### config.mk
export PLATFORM = sky130hd
export DESIGN_NAME = instr_seq_ctrl
export DESIGN_NICKNAME = d
export VERILOG_FILES = /design/src/rtl/instr_seq_pkg.sv /design/src/rtl/ret_addr_stack.sv /design/src/rtl/instr_seq_ctrl.sv
export SDC_FILE = /design/constraint.sdc
export NUM_CORES = 1
export LEC_CHECK = 0
export CORE_AREA = 2 2 72 74
export DETAILED_ROUTE_END_ITERATION = 8
export DIE_AREA = 0 0 74 76
export DONT_BUFFER_PORTS = 1
export PLACE_DENSITY = 0.75
export RECOVER_POWER = 100
export SYNTH_ARGS = -nofsm -noshare
export SYNTH_HDL_FRONTEND = slang
export SYNTH_SLANG_ARGS = --single-unit
### constraint.sdc
create_clock -name clk -period 5.1 [get_ports clk]
set_clock_uncertainty 0.1 [all_clocks]
set_input_delay 0.51 -clock clk [delete_from_list [all_inputs] [get_ports clk]]
set_output_delay 0.51 -clock clk [all_outputs]
set_load 0.01 [all_outputs]
### src/rtl/instr_seq_pkg.sv
// Purpose: shared types and constants for the instruction sequencer.
// Latency: n/a (types only).
// Backpressure: n/a.
// Contents: sequencer state enum, request kinds in priority order, flush counter width.
package instr_seq_pkg;

    localparam int FLUSH_CNT_W = 4;

    typedef enum logic [2:0] {
        ST_IDLE,
        ST_FLUSH,
        ST_RUN,
        ST_HALTED,
        ST_ERROR
    } state_t;

    // Request kinds seen in RUN. The decode function resolves simultaneous
    // requests: halt wins, then ret, call, jump, stall; NONE means advance.
    typedef enum logic [2:0] {
        REQ_NONE,
        REQ_HALT,
        REQ_RET,
        REQ_CALL,
        REQ_JUMP,
        REQ_STALL
    } req_t;

    function automatic req_t decode_req(input logic halt,
                                        input logic ret_en,
                                        input logic call_en,
                                        input logic jump_en,
                                        input logic stall);
        if (halt)    return REQ_HALT;
        if (ret_en)  return REQ_RET;
        if (call_en) return REQ_CALL;
        if (jump_en) return REQ_JUMP;
        if (stall)   return REQ_STALL;
        return REQ_NONE;
    endfunction

endpackage

### src/rtl/ret_addr_stack.sv
// Purpose: LIFO of return addresses for call/return.
// Latency: push/pop take effect at the next clock; top is combinational from stored state.
// Backpressure: none; push when full and pop when empty are ignored (caller checks full/empty).
// Ports: clk, rst_n (async active-low), clr (sync empty), push/pop/push_data in; top/full/empty out.
module ret_addr_stack #(
    parameter int WIDTH       = 8,
    parameter int STACK_DEPTH = 4
) (
    input  logic             clk,
    input  logic             rst_n,
    input  logic             clr,
    input  logic             push,
    input  logic             pop,
    input  logic [WIDTH-1:0] push_data,
    output logic [WIDTH-1:0] top,
    output logic             full,
    output logic             empty
);
    localparam int SPW = $clog2(STACK_DEPTH + 1);
    localparam int AW  = (STACK_DEPTH > 1) ? $clog2(STACK_DEPTH) : 1;

    logic [WIDTH-1:0] mem_q [STACK_DEPTH];
    logic [SPW-1:0]   sp_q;
    logic [SPW-1:0]   sp_d;
    logic [SPW-1:0]   top_ptr;

    assign full    = (sp_q == SPW'(STACK_DEPTH));
    assign empty   = (sp_q == '0);
    assign top_ptr = sp_q - SPW'(1);
    // Entries are left in place on pop; only sp moves.
    assign top     = mem_q[top_ptr[AW-1:0]];

    always_comb begin
        sp_d = sp_q;
        if (clr)
            sp_d = '0;
        else if (push && !full)
            sp_d = sp_q + SPW'(1);
        else if (pop && !empty)
            sp_d = sp_q - SPW'(1);
    end

    always_ff @(posedge clk or negedge rst_n) begin
        if (!rst_n)
            sp_q <= '0;
        else
            sp_q <= sp_d;
    end

    // Storage needs no reset: nothing is readable until it has been pushed.
    always_ff @(posedge clk) begin
        if (!clr && push && !full)
            mem_q[sp_q[AW-1:0]] <= push_data;
    end

endmodule

### src/rtl/instr_seq_ctrl.sv
// Purpose: program-flow sequencer driving the instruction pointer counter (advance/hold/load).
// Latency: load/enable are same-cycle (Mealy); every redirect is followed by MEM_LATENCY flush cycles.
// Backpressure: stall holds the pointer in RUN; requests outside RUN (other than start) are ignored.
// Ports: start/start_addr, halt, stall, jump_en/call_en/ret_en/jump_addr, cur_ptr in;
//        ptr_enable/ptr_load_en/ptr_load_val, instr_valid, running, done, err_overflow/err_underflow out.
module instr_seq_ctrl
    import instr_seq_pkg::*;
#(
    parameter int WIDTH       = 8,
    parameter int STACK_DEPTH = 4,
    parameter int MEM_LATENCY = 2
) (
    input  logic             clk,
    input  logic             rst_n,
    input  logic             start,
    input  logic [WIDTH-1:0] start_addr,
    input  logic             halt,
    input  logic             stall,
    input  logic             jump_en,
    input  logic             call_en,
    input  logic             ret_en,
    input  logic [WIDTH-1:0] jump_addr,
    input  logic [WIDTH-1:0] cur_ptr,
    output logic             ptr_enable,
    output logic             ptr_load_en,
    output logic [WIDTH-1:0] ptr_load_val,
    output logic             instr_valid,
    output logic             running,
    output logic             done,
    output logic             err_overflow,
    output logic             err_underflow
);
    localparam logic [FLUSH_CNT_W-1:0] FLUSH_LAST = FLUSH_CNT_W'(MEM_LATENCY - 1);

    state_t                 state_q, state_d;
    logic [FLUSH_CNT_W-1:0] cnt_q, cnt_d;
    logic                   ovf_q, ovf_d;
    logic                   unf_q, unf_d;

    req_t             req;
    logic             stk_push, stk_pop, stk_clr;
    logic             stk_full, stk_empty;
    logic [WIDTH-1:0] stk_top;
    logic             enable, load_en;
    logic [WIDTH-1:0] load_val;

    assign req = decode_req(halt, ret_en, call_en, jump_en, stall);

    ret_addr_stack #(
        .WIDTH      (WIDTH),
        .STACK_DEPTH(STACK_DEPTH)
    ) u_stack (
        .clk      (clk),
        .rst_n    (rst_n),
        .clr      (stk_clr),
        .push     (stk_push),
        .pop      (stk_pop),
        .push_data(cur_ptr + WIDTH'(1)),
        .top      (stk_top),
        .full     (stk_full),
        .empty    (stk_empty)
    );

    always_comb begin
        state_d  = state_q;
        cnt_d    = cnt_q;
        ovf_d    = ovf_q;
        unf_d    = unf_q;
        stk_push = 1'b0;
        stk_pop  = 1'b0;
        stk_clr  = 1'b0;
        enable   = 1'b0;
        load_en  = 1'b0;
        load_val = '0;
        case (state_q)
            ST_IDLE, ST_HALTED, ST_ERROR: begin
                if (start) begin
                    load_en  = 1'b1;
                    load_val = start_addr;
                    stk_clr  = 1'b1;
                    ovf_d    = 1'b0;
                    unf_d    = 1'b0;
                    cnt_d    = '0;
                    state_d  = ST_FLUSH;
                end
            end
            ST_FLUSH: begin
                if (cnt_q == FLUSH_LAST) begin
                    cnt_d   = '0;
                    state_d = ST_RUN;
                end else begin
                    cnt_d = cnt_q + FLUSH_CNT_W'(1);
                end
            end
            ST_RUN: begin
                case (req)
                    REQ_HALT: state_d = ST_HALTED;
                    REQ_RET: begin
                        if (stk_empty) begin
                            unf_d   = 1'b1;
                            state_d = ST_ERROR;
                        end else begin
                            stk_pop  = 1'b1;
                            load_en  = 1'b1;
                            load_val = stk_top;
                            cnt_d    = '0;
                            state_d  = ST_FLUSH;
                        end
                    end
                    REQ_CALL: begin
                        if (stk_full) begin
                            ovf_d   = 1'b1;
                            state_d = ST_ERROR;
                        end else begin
                            stk_push = 1'b1;
                            load_en  = 1'b1;
                            load_val = jump_addr;
                            cnt_d    = '0;
                            state_d  = ST_FLUSH;
                        end
                    end
                    REQ_JUMP: begin
                        load_en  = 1'b1;
                        load_val = jump_addr;
                        cnt_d    = '0;
                        state_d  = ST_FLUSH;
                    end
                    REQ_STALL: enable = 1'b0;
                    default:   enable = 1'b1;
                endcase
            end
            default: state_d = ST_IDLE;
        endcase
    end

    always_ff @(posedge clk or negedge rst_n) begin
        if (!rst_n) begin
            state_q <= ST_IDLE;
            cnt_q   <= '0;
            ovf_q   <= 1'b0;
            unf_q   <= 1'b0;
        end else begin
            state_q <= state_d;
            cnt_q   <= cnt_d;
            ovf_q   <= ovf_d;
            unf_q   <= unf_d;
        end
    end

    // Mealy outputs are forced low while reset is held so nothing is loaded
    // into the pointer counter even if start is already asserted.
    assign ptr_enable    = rst_n & enable;
    assign ptr_load_en   = rst_n & load_en;
    assign ptr_load_val  = rst_n ? load_val : '0;
    assign instr_valid   = (state_q == ST_RUN);
    assign running       = (state_q == ST_FLUSH) || (state_q == ST_RUN);
    assign done          = (state_q == ST_HALTED);
    assign err_overflow  = ovf_q;
    assign err_underflow = unf_q;

endmodule

-- Yosys cells after proc, flatten, opt, wreduce, memory -nomap -nowiden
Memories as Yosys holds them, arrays and structs flattened.
Index checks and enable logic that the tools add are counted.
- logic and storage cells: 119
- memories kept: 1
- output and inout port bits: 15
- register bits: 12
- RAM bits: 32
- multiplexer cells: 67
- $add $sub $neg: 4
- eq/ne operators: 21
- reductions and logical operators: 19
- bitwise operators: 2
- memory list (memory ; depth ; width ; read ports ; clocked after Yosys merged registers in ; write ports ; line ; RTL):
    u_stack.mem_q ; 4 ; 8 ; 1 ; 0 ; 1 ; ret_addr_stack.sv:22 ; logic [WIDTH-1:0] mem_q [STACK_DEPTH];
- operator list (operator ; count):
    two-way mux 3 bit ; 17
    two-way mux 1 bit ; 32
    two-way mux 8 bit ; 4
    one-hot mux 4 bit (3 select lines) ; 2
    one-hot mux 8 bit (3 select lines) ; 1
    two-way mux 4 bit ; 4
    one-hot mux 8 bit (2 select lines) ; 1
    equality test 3 x 2 -> 1 bit, second input constant ; 4
    equality test 3 bit, second input constant ; 4
    one-hot mux 3 bit (4 select lines) ; 1
    one-hot mux 3 bit (3 select lines) ; 1
    adder 8 x 1 -> 8 bit, second input constant ; 1
    inequality test 2 x 1 -> 1 bit, second input constant ; 4
    AND reduction 4 bit ; 2
    equality test 3 x 1 -> 1 bit, second input constant ; 2
    zero test 3 bit ; 2
    inequality test 3 bit, second input constant ; 2
    one-hot mux 1 bit (2 select lines) ; 3
    nonzero test 3 bit ; 2
    inequality test 5 x 1 -> 1 bit, second input constant ; 1
    AND reduction 5 bit ; 1
    OR reduction 5 bit ; 1
    adder 4 x 1 -> 4 bit, second input constant ; 1
    equality test 4 x 1 -> 1 bit, second input constant ; 1
    12 further kinds ; 19

-- Longest topological paths before layout
Gate-level depths: netlist of the first run.
- word-level depth: 23
- gate-level depth with buffers: 7
- depth with buffers taken out: 6

-- Hierarchy
Synthesis of the first run repeated with hierarchy kept, for this count alone.
- cells, all modules: 185
- area, all modules: 2452.4 sq um
- by module, submodules not included (module ; cells each ; area each (sq um) ; instances):
    ret_addr_stack ; 76 ; 1480.2 ; 1
    instr_seq_ctrl ; 109 ; 972.2 ; 1

-- Least setup slack after synthesis of the first run
No wires, ideal clock.
- path type: register to output
- start: reg u_stack.sp_q[0]
- end: out ptr_load_val[0]
- path buffers: 2
- stages on the path, launching flop included: 8
- data arrival time: 2.029 ns
- path slack: 2.461 ns
- data required time: 4.490 ns
- cells stage by stage: dfrtp_1 buf_4 inv_1 ha_1 clkbuf_1 mux4_2 and2b_1 a221o_1
- longest elaborated chain between the ends: 6
- RTL lines (what ; line ; RTL):
    start: declaration ; ret_addr_stack.sv:23 ; logic [SPW-1:0] sp_q;
    start signal: assignment ; ret_addr_stack.sv:47 ; sp_q <= sp_d;
    subtractor 3 x 1 -> 3 bit ; ret_addr_stack.sv:29 ; assign top_ptr = sp_q - SPW'(1);
    memory read (4 x 8 bit) ; -- ;
    two-way mux 8 bit ; instr_seq_ctrl.sv:99 ; if (stk_empty) begin
    one-hot mux 8 bit (3 select lines) (*) ; instr_seq_ctrl.sv:96 ; case (req)
    one-hot mux 8 bit (2 select lines) (*) ; instr_seq_ctrl.sv:75 ; case (state_q)
    two-way mux 8 bit (*) ; instr_seq_ctrl.sv:154 ; assign ptr_load_val = rst_n ? load_val : '0;
    end: declaration ; instr_seq_ctrl.sv:26 ; output logic [WIDTH-1:0] ptr_load_val,
Mark *: on every way between the ends. The rest lies on a longest branch, timed or not.

-- Final worst setup path of the first run
- start: reg state_q[0]
- end: out ptr_load_val[6]
- longest elaborated chain between the ends: 4
- RTL lines (what ; line ; RTL):
    start: declaration ; instr_seq_ctrl.sv:35 ; state_t state_q, state_d;
    start signal: assignment ; instr_seq_ctrl.sv:143 ; state_q <= state_d;
    equality test 3 x 2 -> 1 bit (tied with other cells) ; instr_seq_ctrl.sv:75 ;
    OR reduction 3 bit ; instr_seq_ctrl.sv:75 ;
    one-hot mux 8 bit (2 select lines) (*) ; instr_seq_ctrl.sv:75 ;
    two-way mux 8 bit (*) ; instr_seq_ctrl.sv:154 ;
Marked as above.

==> report_table.html, run 1 <==
<table>
<tr><th>Metric</th><th>Value</th></tr>
<tr><th colspan="2">Timing</th></tr>
<tr><td>Period utilization</td><td>around two thirds</td></tr>
<tr><td>Number of slew-limit violations in the final report</td><td>0</td></tr>
<tr><td>Total of endpoints with negative setup slack in the final report</td><td>0</td></tr>
<tr><td>Slew margin rel.</td><td>19.6%</td></tr>
<tr><td>Setup TNS after final layout</td><td>0 ns</td></tr>
<tr><td>Final worst setup slack</td><td>1.62 ns</td></tr>
<tr><td>Slew @ Worst Pin</td><td>1.19 ns</td></tr>
<tr><td>Crit path time final</td><td>3.48 ns</td></tr>
<tr><td>Unrepaired setup endpoints after global routing</td><td>false</td></tr>
<tr><td>Achievable Freq</td><td>0.287 GHz</td></tr>
<tr><td>Hold violation count in the final report</td><td>0</td></tr>
<tr><th colspan="2">Run status</th></tr>
<tr><td>Outcome</td><td>finished clean</td></tr>
<tr><th colspan="2">Run</th></tr>
<tr><td># Max-Cap Violations</td><td>0</td></tr>
<tr><th colspan="2">Worst setup path</th></tr>
<tr><td>Critical Path Fanout Max</td><td>11</td></tr>
<tr><td>Type of origin of the critical path</td><td>register</td></tr>
<tr><td>CP arrival</td><td>approximately 2.9 ns</td></tr>
<tr><td>Category of the critical setup timing path</td><td>reg -&gt; out</td></tr>
<tr><td>Required time of the worst setup path</td><td>4.49 ns</td></tr>
<tr><td>Element type at the critical path end</td><td>primary output</td></tr>
<tr><th colspan="2">Worst hold path</th></tr>
<tr><td>Hold/Removal Path Class</td><td>in -&gt; reg</td></tr>
<tr><th colspan="2">GRT</th></tr>
<tr><td>Global router's overall resource usage</td><td>about 17%</td></tr>
<tr><td>Global-route wire length before repair</td><td>7340 um</td></tr>
<tr><td>Total congestion overflow</td><td>0</td></tr>
<tr><td>Pin count of the biggest net entering global routing</td><td>16</td></tr>
<tr><td>Antenna violations before repair</td><td>0</td></tr>
<tr><td>Vias in the first global route</td><td>1517</td></tr>
<tr><th colspan="2">Die</th></tr>
<tr><td>Io pins</td><td>47</td></tr>
<tr><td>Initial cell density of the core</td><td>48.8%</td></tr>
<tr><td>Area of the die</td><td>5620 um2</td></tr>
<tr><td>Floorplan row count</td><td>26</td></tr>
<tr><td>Overall die height</td><td>76 um</td></tr>
<tr><td>Core outline area</td><td>~4900 um2</td></tr>
<tr><td>Die boundary width</td><td>around 74 um</td></tr>
<tr><th colspan="2">Layout</th></tr>
<tr><td>Filler cells</td><td>435</td></tr>
<tr><td>Final-stage net count</td><td>229</td></tr>
<tr><td>Antenna cells</td><td>0</td></tr>
<tr><td>Area added between synthesis and finish</td><td>6.63%</td></tr>
<tr><td>Share of post-route cells with drive strength above 1</td><td>12.6%</td></tr>
<tr><td>Number of standard cells in the final layout excluding fillers</td><td>260</td></tr>
<tr><th colspan="2">Power</th></tr>
<tr><td>Power density over the cells</td><td>452 nW/um2</td></tr>
<tr><td>Worst vdd rail ir drop</td><td>roughly 0.22 mV</td></tr>
<tr><td>Leakage Power</td><td>0.934 nW</td></tr>
<tr><th colspan="2">Route</th></tr>
<tr><td>Detailed-router iteration count before antenna repair</td><td>5</td></tr>
<tr><td>Wire length per cell</td><td>17.4 um</td></tr>
<tr><td>Count of nets left with antenna violations after detail routing</td><td>0</td></tr>
<tr><td>Via count of the routed design</td><td>1547</td></tr>
<tr><td>First DRT Iteration DRCs</td><td>91</td></tr>
<tr><td>Drt total wl</td><td>4530 um</td></tr>
<tr><td>Post-detailed-route via-to-cell ratio</td><td>5.95</td></tr>
<tr><td>Number of remaining DRC errors</td><td>0</td></tr>
<tr><th colspan="2">Yosys</th></tr>
<tr><td>Most used DFF post-synth</td><td>sky130_fd_sc_hd__edfxtp_1</td></tr>
<tr><td>Number of distinct library cell variants in the gate-level netlist after synthesis</td><td>54</td></tr>
<tr><td>Count of synthesis-stage warnings from yosys</td><td>0</td></tr>
<tr><td>FF+latch count, synth</td><td>44</td></tr>
<tr><td>Synth cell count leaders</td><td>32 x sky130_fd_sc_hd__edfxtp_1, 12 x sky130_fd_sc_hd__dfrtp_1, 11 x sky130_fd_sc_hd__nand2_1</td></tr>
<tr><td>Share of the yosys chip area belonging to registers</td><td>around 53%</td></tr>
<tr><td>Total nets after synthesis</td><td>227</td></tr>
<tr><td>Number of enable flip-flop cells after synthesis</td><td>32</td></tr>
<tr><td>Dominant cells by area after synthesis</td><td>sky130_fd_sc_hd__edfxtp_1 40%, sky130_fd_sc_hd__dfrtp_1 13%, sky130_fd_sc_hd__mux4_2 7.5%, sky130_fd_sc_hd__ha_1 4.2%, sky130_fd_sc_hd__a221o_1 3.3%</td></tr>
<tr><td>Gate count after technology mapping</td><td>187</td></tr>
<tr><td>Top cell type's share of synthesized area</td><td>40.1%</td></tr>
<tr><td>Leading cell type by number of instances after synthesis</td><td>sky130_fd_sc_hd__edfxtp_1</td></tr>
<tr><td>Synth async-reset ratio</td><td>27.3%</td></tr>
<tr><td>Cell Area, Synth</td><td>about 2400 um2</td></tr>
<tr><td>Synth area leader</td><td>sky130_fd_sc_hd__edfxtp_1</td></tr>
<tr><td>Mean instance size in the synthesized netlist</td><td>12.8 um2</td></tr>
<tr><th colspan="2">Placement</th></tr>
<tr><td>Place WS</td><td>2.10 ns</td></tr>
<tr><td>Weighted congestion at the end of routability-driven global placement</td><td>a little over 0.8</td></tr>
<tr><td>IO Port Bufs</td><td>0</td></tr>
<tr><td>Post-Place Cells</td><td>251</td></tr>
<tr><td>HPWL after detailed placement</td><td>between 3000 and 4000 um</td></tr>
<tr><th colspan="2">Clock tree</th></tr>
<tr><td>CTS tree</td><td>built</td></tr>
<tr><td>Number of clock sinks seen by CTS</td><td>44</td></tr>
<tr><td>H-Tree Level Count</td><td>2</td></tr>
<tr><td>Clock slew at reported path FFs</td><td>around 0.080 ns</td></tr>
<tr><td>Post-CTS Resized</td><td>0</td></tr>
<tr><td>Clock buffer count from CTS</td><td>5</td></tr>
<tr><td>Cell at the root of the clock tree</td><td>sky130_fd_sc_hd__clkbuf_8</td></tr>
<tr><td>Maximum buffer depth of the clock tree</td><td>2</td></tr>
<tr><td>Clock network latency to the later pin of the worst-skew pair</td><td>0.29 ns</td></tr>
</table>
-- report_power, final --
part	switching [mW]	leakage (nW)	internal [mW]
Clock	0.118	0.0583	0.147
Sequential	0.0656	0.444	0.423
Combinational	0.209	0.432	0.192
-- final cells by class --
class | count | area (um2) | area share [%]
multi-input cells | 128 | 1050 | 40.9
repair buffers | 1 | 10.0 | 0.392
clock buffers | 5 | 68.8 | 2.69
clock inverters | 3 | 47.5 | 1.86
inverters | 9 | 33.8 | 1.32
flip-flops and latches | 44 | 1260 | 49.4
well taps | 70 | 87.6 | 3.43
-- critical path: stages, from the launching register on --
cell and delay (ns):
sky130_fd_sc_hd__dfrtp_1 0.50, sky130_fd_sc_hd__nor4b_1 1.03, sky130_fd_sc_hd__nand4_1 0.53, sky130_fd_sc_hd__and2b_1 0.35, sky130_fd_sc_hd__a221o_1 0.16
-- cells by family (layout without fill, tap and decap cells) --
group                      after synthesis  in the layout  synth area share, %
and+or+nand+nor                         66             66                 17.0
muxes                                   10             10                 8.36
buffers and inverters                   15             18                 2.82
AOI/OAI and AO/OA                       35             35                 11.8
adders and majority gates                8              8                 4.18
xor gates and xnor gates                 9              9                 3.29
DFF                                     44             44                 52.6
-- worst paths after layout --
check                              from                   to  slack (ns)  cells after the start
max                          state_q[0]      ptr_load_val[6]        1.62                      4
min                               start           state_q[0]        0.26                      2
max reg2reg                  state_q[0]  u_stack.mem_q[2][3]        2.11                      3
min reg2reg                err_overflow         err_overflow        0.44                      2
max in group asynchronous         rst_n      u_stack.sp_q[2]        3.96                      1
min in group asynchronous         rst_n           state_q[1]        0.55                      1
-- placed cells by master, fill, tap and decap left out, types with 6 or more instances in the layout --
| master | synthesis | routed |
|---|---|---|
| sky130_fd_sc_hd__nand3_1 | 8 | 8 |
| sky130_fd_sc_hd__nand2_1 | 11 | 11 |
| sky130_fd_sc_hd__ha_1 | 8 | 8 |
| sky130_fd_sc_hd__and2b_1 | 7 | 7 |
| sky130_fd_sc_hd__nor2_1 | 8 | 8 |
| sky130_fd_sc_hd__dfrtp_1 | 12 | 12 |
| sky130_fd_sc_hd__edfxtp_1 | 32 | 32 |
| sky130_fd_sc_hd__mux4_2 | 8 | 8 |
| sky130_fd_sc_hd__xnor2_1 | 7 | 7 |
| sky130_fd_sc_hd__a221o_1 | 8 | 8 |
| sky130_fd_sc_hd__inv_1 | 9 | 9 |
| sky130_fd_sc_hd__nor2b_1 | 6 | 6 |
-- timing repair --
| action | 4_1_cts | 5_1_grt |
|---|---|---|
| hold endpoints to repair | 12 | 0 |
| buffers inserted | 0 | 0 |
| hold buffers | 1 | 0 |
| endpoints found under the setup margin | 0 | 0 |
-- sequential cells by signal, indices dropped and copies added, names as in the netlist --
signal and count:
cnt_q 4, u_stack.mem_q 32, err_overflow 1, u_stack.sp_q 3, state_q 3, err_underflow 1
-- through the flow --
step                      power [mW]  hold slack (ns)  util (%)  instance area [um2]
after CTS                       1.18            0.249      52.4                 2580
final                           1.16            0.263      52.0                 2550
after global routing            1.24            0.264      52.0                 2550
after detailed placement       0.907            0.115      49.9                 2450
after floorplan                0.840            0.114         -                 2400
after global placement         0.895            0.115      49.9                 2450
-- per-layer routing --
layer	track usage, %	up-vias	wire (um)
met5	0	-	0
met4	7.45	0	91
met3	4.89	8	262
met2	27.9	47	2310
met1	22.0	770	1870
li1	-	722	-
Power figures use the tool's default switching activity.
==> inputs of run 2 (changes only) <==
--- a/config.mk
+++ b/config.mk
@@ -9,7 +9,7 @@
 export DETAILED_ROUTE_END_ITERATION = 8
 export DIE_AREA = 0 0 74 76
 export DONT_BUFFER_PORTS = 1
-export PLACE_DENSITY = 0.75
+export PLACE_DENSITY = 0.77
 export RECOVER_POWER = 100
 export SYNTH_ARGS = -nofsm -noshare
 export SYNTH_HDL_FRONTEND = slang
==> constraint.sdc (replaced) <==
create_clock -name clk -period 2.85 [get_ports clk]
set_clock_uncertainty 0.1 [all_clocks]
set_input_delay 0.285 -clock clk [delete_from_list [all_inputs] [get_ports clk]]
set_output_delay 0.285 -clock clk [all_outputs]
set_load 0.01 [all_outputs]
==> report_table.html, run 2 (same netlist as run 1, synthesis figures left out) <==
<table>
<tr><th>Metric</th><th>Value</th></tr>
<tr><th colspan="2">Die</th></tr>
<tr><td>Initial cell density of the core</td><td>48.8% (unchanged)</td></tr>
<tr><td>Overall die height</td><td>76 um (unchanged)</td></tr>
<tr><td>Die boundary width</td><td>74 um (unchanged)</td></tr>
<tr><td>Area of the die</td><td>5620 um2 (unchanged)</td></tr>
<tr><td>Floorplan row count</td><td>26 (unchanged)</td></tr>
<tr><td>Core outline area</td><td>4910 um2 (unchanged)</td></tr>
<tr><td>Io pins</td><td>47 (unchanged)</td></tr>
<tr><th colspan="2">Route</th></tr>
<tr><td>Detailed-router iteration count before antenna repair</td><td>4 (-1)</td></tr>
<tr><td>Via count of the routed design</td><td>1512 (-2.3%)</td></tr>
<tr><td>Drt total wl</td><td>4340 um (-4.0%)</td></tr>
<tr><td>First DRT Iteration DRCs</td><td>105 (+15%)</td></tr>
<tr><td>Post-detailed-route via-to-cell ratio</td><td>5.79 (-2.6%)</td></tr>
<tr><td>Wire length per cell</td><td>16.6 um (-4.4%)</td></tr>
<tr><td>Number of remaining DRC errors</td><td>0 (unchanged)</td></tr>
<tr><td>Count of nets left with antenna violations after detail routing</td><td>0 (unchanged)</td></tr>
<tr><th colspan="2">Timing</th></tr>
<tr><td>Number of slew-limit violations in the final report</td><td>0 (unchanged)</td></tr>
<tr><td>Unrepaired setup endpoints after global routing</td><td>false</td></tr>
<tr><td>Slew @ Worst Pin</td><td>0.665 ns (-0.524 ns)</td></tr>
<tr><td>Achievable Freq</td><td>0.389 GHz</td></tr>
<tr><td>Crit path time final</td><td>~2.6 ns</td></tr>
<tr><td>Hold violation count in the final report</td><td>0 (unchanged)</td></tr>
<tr><td>Final worst setup slack</td><td>0.276 ns (-1.34 ns)</td></tr>
<tr><td>Setup TNS after final layout</td><td>0 ns (unchanged)</td></tr>
<tr><td>Period utilization</td><td>90.3%</td></tr>
<tr><td>Slew margin rel.</td><td>55.6% (+36 points)</td></tr>
<tr><td>Total of endpoints with negative setup slack in the final report</td><td>0 (unchanged)</td></tr>
<tr><th colspan="2">Layout</th></tr>
<tr><td>Core occupancy in the finished layout</td><td>52.6% (+0.56 points)</td></tr>
<tr><td>Antenna cells</td><td>0 (unchanged)</td></tr>
<tr><td>Number of flip-flops under the largest register name</td><td>32 (unchanged)</td></tr>
<tr><td>Final-stage net count</td><td>230 (+0.44%)</td></tr>
<tr><td>Area added between synthesis and finish</td><td>7.78%</td></tr>
<tr><td>Share of post-route cells with drive strength above 1</td><td>14.1% (+1.5 points)</td></tr>
<tr><td>Most common library cell in the layout ignoring fill and taps</td><td>sky130_fd_sc_hd__edfxtp_1</td></tr>
<tr><td>Commonest non-fill, non-tap cells in the layout</td><td>32 x sky130_fd_sc_hd__edfxtp_1, 12 x sky130_fd_sc_hd__dfrtp_1, 11 x sky130_fd_sc_hd__nand2_1, 9 x sky130_fd_sc_hd__inv_1</td></tr>
<tr><th colspan="2">Power</th></tr>
<tr><td>Power density over the cells</td><td>817 nW/um2 (+81%)</td></tr>
<tr><td>Leakage Power</td><td>0.946 nW (+1.3%)</td></tr>
<tr><td>Worst vdd rail ir drop</td><td>0.294 mV (+32%)</td></tr>
<tr><th colspan="2">Worst setup path</th></tr>
<tr><td>Required time of the worst setup path</td><td>2.47 ns (-2.02 ns)</td></tr>
<tr><td>Critical Path Fanout Max</td><td>10 (-1)</td></tr>
<tr><td>Worst reg2reg path endpoint</td><td>u_stack.mem_q[3][0]</td></tr>
<tr><td>CP arrival</td><td>2.19 ns (-0.68 ns)</td></tr>
<tr><td>Element type at the critical path end</td><td>primary output</td></tr>
<tr><td>Path depth of the worst reg2reg path</td><td>3 (unchanged)</td></tr>
<tr><td>Startpoint of the most critical register-to-register path</td><td>state_q[0]</td></tr>
<tr><td>Worst reg-to-reg setup slack</td><td>0.50 ns (-1.61 ns)</td></tr>
<tr><td>Type of origin of the critical path</td><td>register</td></tr>
<tr><td>Category of the critical setup timing path</td><td>reg -&gt; out</td></tr>
<tr><th colspan="2">GRT</th></tr>
<tr><td>Antenna violations before repair</td><td>0 (unchanged)</td></tr>
<tr><td>Vias in the first global route</td><td>1507 (-0.66%)</td></tr>
<tr><td>Global router's overall resource usage</td><td>16.6% (-0.90 points)</td></tr>
<tr><td>Pin count of the biggest net entering global routing</td><td>16 (unchanged)</td></tr>
<tr><td>Total congestion overflow</td><td>0 (unchanged)</td></tr>
<tr><td>Global-route wire length before repair</td><td>7180 um (-2.2%)</td></tr>
<tr><th colspan="2">Clock tree</th></tr>
<tr><td>H-Tree Level Count</td><td>2 (unchanged)</td></tr>
<tr><td>Cell at the root of the clock tree</td><td>sky130_fd_sc_hd__clkbuf_8</td></tr>
<tr><td>Clock slew at reported path FFs</td><td>0.09 ns (about the same)</td></tr>
<tr><td>Clock network latency to the later pin of the worst-skew pair</td><td>0.30 ns (about the same)</td></tr>
<tr><td>Clock buffer count from CTS</td><td>5 (unchanged)</td></tr>
<tr><td>Count of buffers added by post-CTS timing repair for setup</td><td>0 (unchanged)</td></tr>
<tr><td>Maximum buffer depth of the clock tree</td><td>2 (unchanged)</td></tr>
<tr><td>CTS tree</td><td>built</td></tr>
<tr><td>Number of clock sinks seen by CTS</td><td>44 (unchanged)</td></tr>
<tr><th colspan="2">Placement</th></tr>
<tr><td>Place WS</td><td>0.602 ns (-1.49 ns)</td></tr>
<tr><td>Weighted congestion at the end of routability-driven global placement</td><td>0.786 (-3.3%)</td></tr>
<tr><td>HPWL after detailed placement</td><td>3220 um (-6.2%)</td></tr>
<tr><td>IO Port Bufs</td><td>0 (unchanged)</td></tr>
<tr><th colspan="2">Run</th></tr>
<tr><td># Max-Cap Violations</td><td>0 (unchanged)</td></tr>
<tr><th colspan="2">Run status</th></tr>
<tr><td>Outcome</td><td>finished clean</td></tr>
<tr><th colspan="2">Worst hold path</th></tr>
<tr><td>Capture endpoint of the worst hold path</td><td>state_q[0]</td></tr>
<tr><td>Source of the worst hold timing path</td><td>start</td></tr>
<tr><td>Hold/Removal Path Class</td><td>in -&gt; reg</td></tr>
<tr><td>Hold Path Depth</td><td>2 (unchanged)</td></tr>
</table>
-- run 2: cell types whose count changed in the layout (fill, tap and decap cells not counted), sizes merged --
cell / previous run / this run
buf: 0 / 1
clkinv: 2 / 0
clkinvlp: 0 / 1
inv: 9 / 10
-- run 2: final cells by class --
class / count / area, um2
clock inverters: 3 / 46.3
fillers: 407 / 2330
repair buffers: 2 / 17.5
clock buffers: 5 / 68.8
flip-flops and latches: 44 / 1260
inverters: 9 / 33.8
well taps: 70 / 87.6
multi-input cells: 128 / 1070
-- run 2: metal layers --
| layer | vias up | GRT usage [%] | wire length (um) |
|---|---|---|---|
| li1 | 723 | - | - |
| met1 | 732 | 24.7 | 2070 |
| met2 | 53 | 24.7 | 1990 |
| met3 | 4 | 2.78 | 246 |
| met4 | 0 | 5.09 | 45 |
| met5 | - | 0 | 0 |
-- run 2: per-stage QoR --
stage                     cells  area (um2)  power, mW  hold slack [ns]
final                       261        2580       2.11           0.0532
after global routing        261        2580       2.25           0.0722
after CTS                   261        2580       2.12           0.0371
after detailed placement    252        2460       1.64           -0.110
after global placement      252        2460       1.62           -0.110
after floorplan             187        2400       1.50           -0.111
-- run 2: where the power goes --
group,switching [mW],internal [mW]
Combinational,0.418,0.360
Sequential,0.0929,0.757
Clock,0.218,0.264
-- run 2: worst max-delay path: stages, from the launching register on --
cell and delay [ns]:
sky130_fd_sc_hd__dfrtp_1 0.37, sky130_fd_sc_hd__inv_1 0.12, sky130_fd_sc_hd__ha_1 0.56, sky130_fd_sc_hd__mux4_2 0.36, sky130_fd_sc_hd__and2b_1 0.18, sky130_fd_sc_hd__a221o_1 0.32
-- run 2: how the worst max path moves through the flow --
stage	startpoint	end	cells past startpoint
3_5_place_dp	u_stack.sp_q[1]	ptr_load_val[5]	5
3_3_place_gp	u_stack.sp_q[1]	ptr_load_val[0]	5
2_1_floorplan	u_stack.sp_q[0]	ptr_load_val[0]	7
6_report	u_stack.sp_q[1]	ptr_load_val[5]	5
4_1_cts	u_stack.sp_q[1]	ptr_load_val[5]	5
5_1_grt	u_stack.sp_q[1]	ptr_load_val[0]	5
-- run 2: timing repair --
action                                 4_1_cts  5_1_grt
gates resized for setup                      0        0
endpoints found under the hold margin       12        0
hold buffers                                 1        0
==> inputs of run 3 (changes only) <==
--- a/config.mk
+++ b/config.mk
@@ -6,6 +6,7 @@
 export NUM_CORES = 1
 export LEC_CHECK = 0
 export CORE_AREA = 2 2 72 74
+export CTS_BUF_LIST = sky130_fd_sc_hd__clkbuf_2 sky130_fd_sc_hd__clkbuf_4 sky130_fd_sc_hd__clkbuf_8
 export DETAILED_ROUTE_END_ITERATION = 8
 export DIE_AREA = 0 0 74 76
 export DONT_BUFFER_PORTS = 1
==> results of run 3 <==
Same layout as run 2: the final DEF is identical, and so are final timing and power.
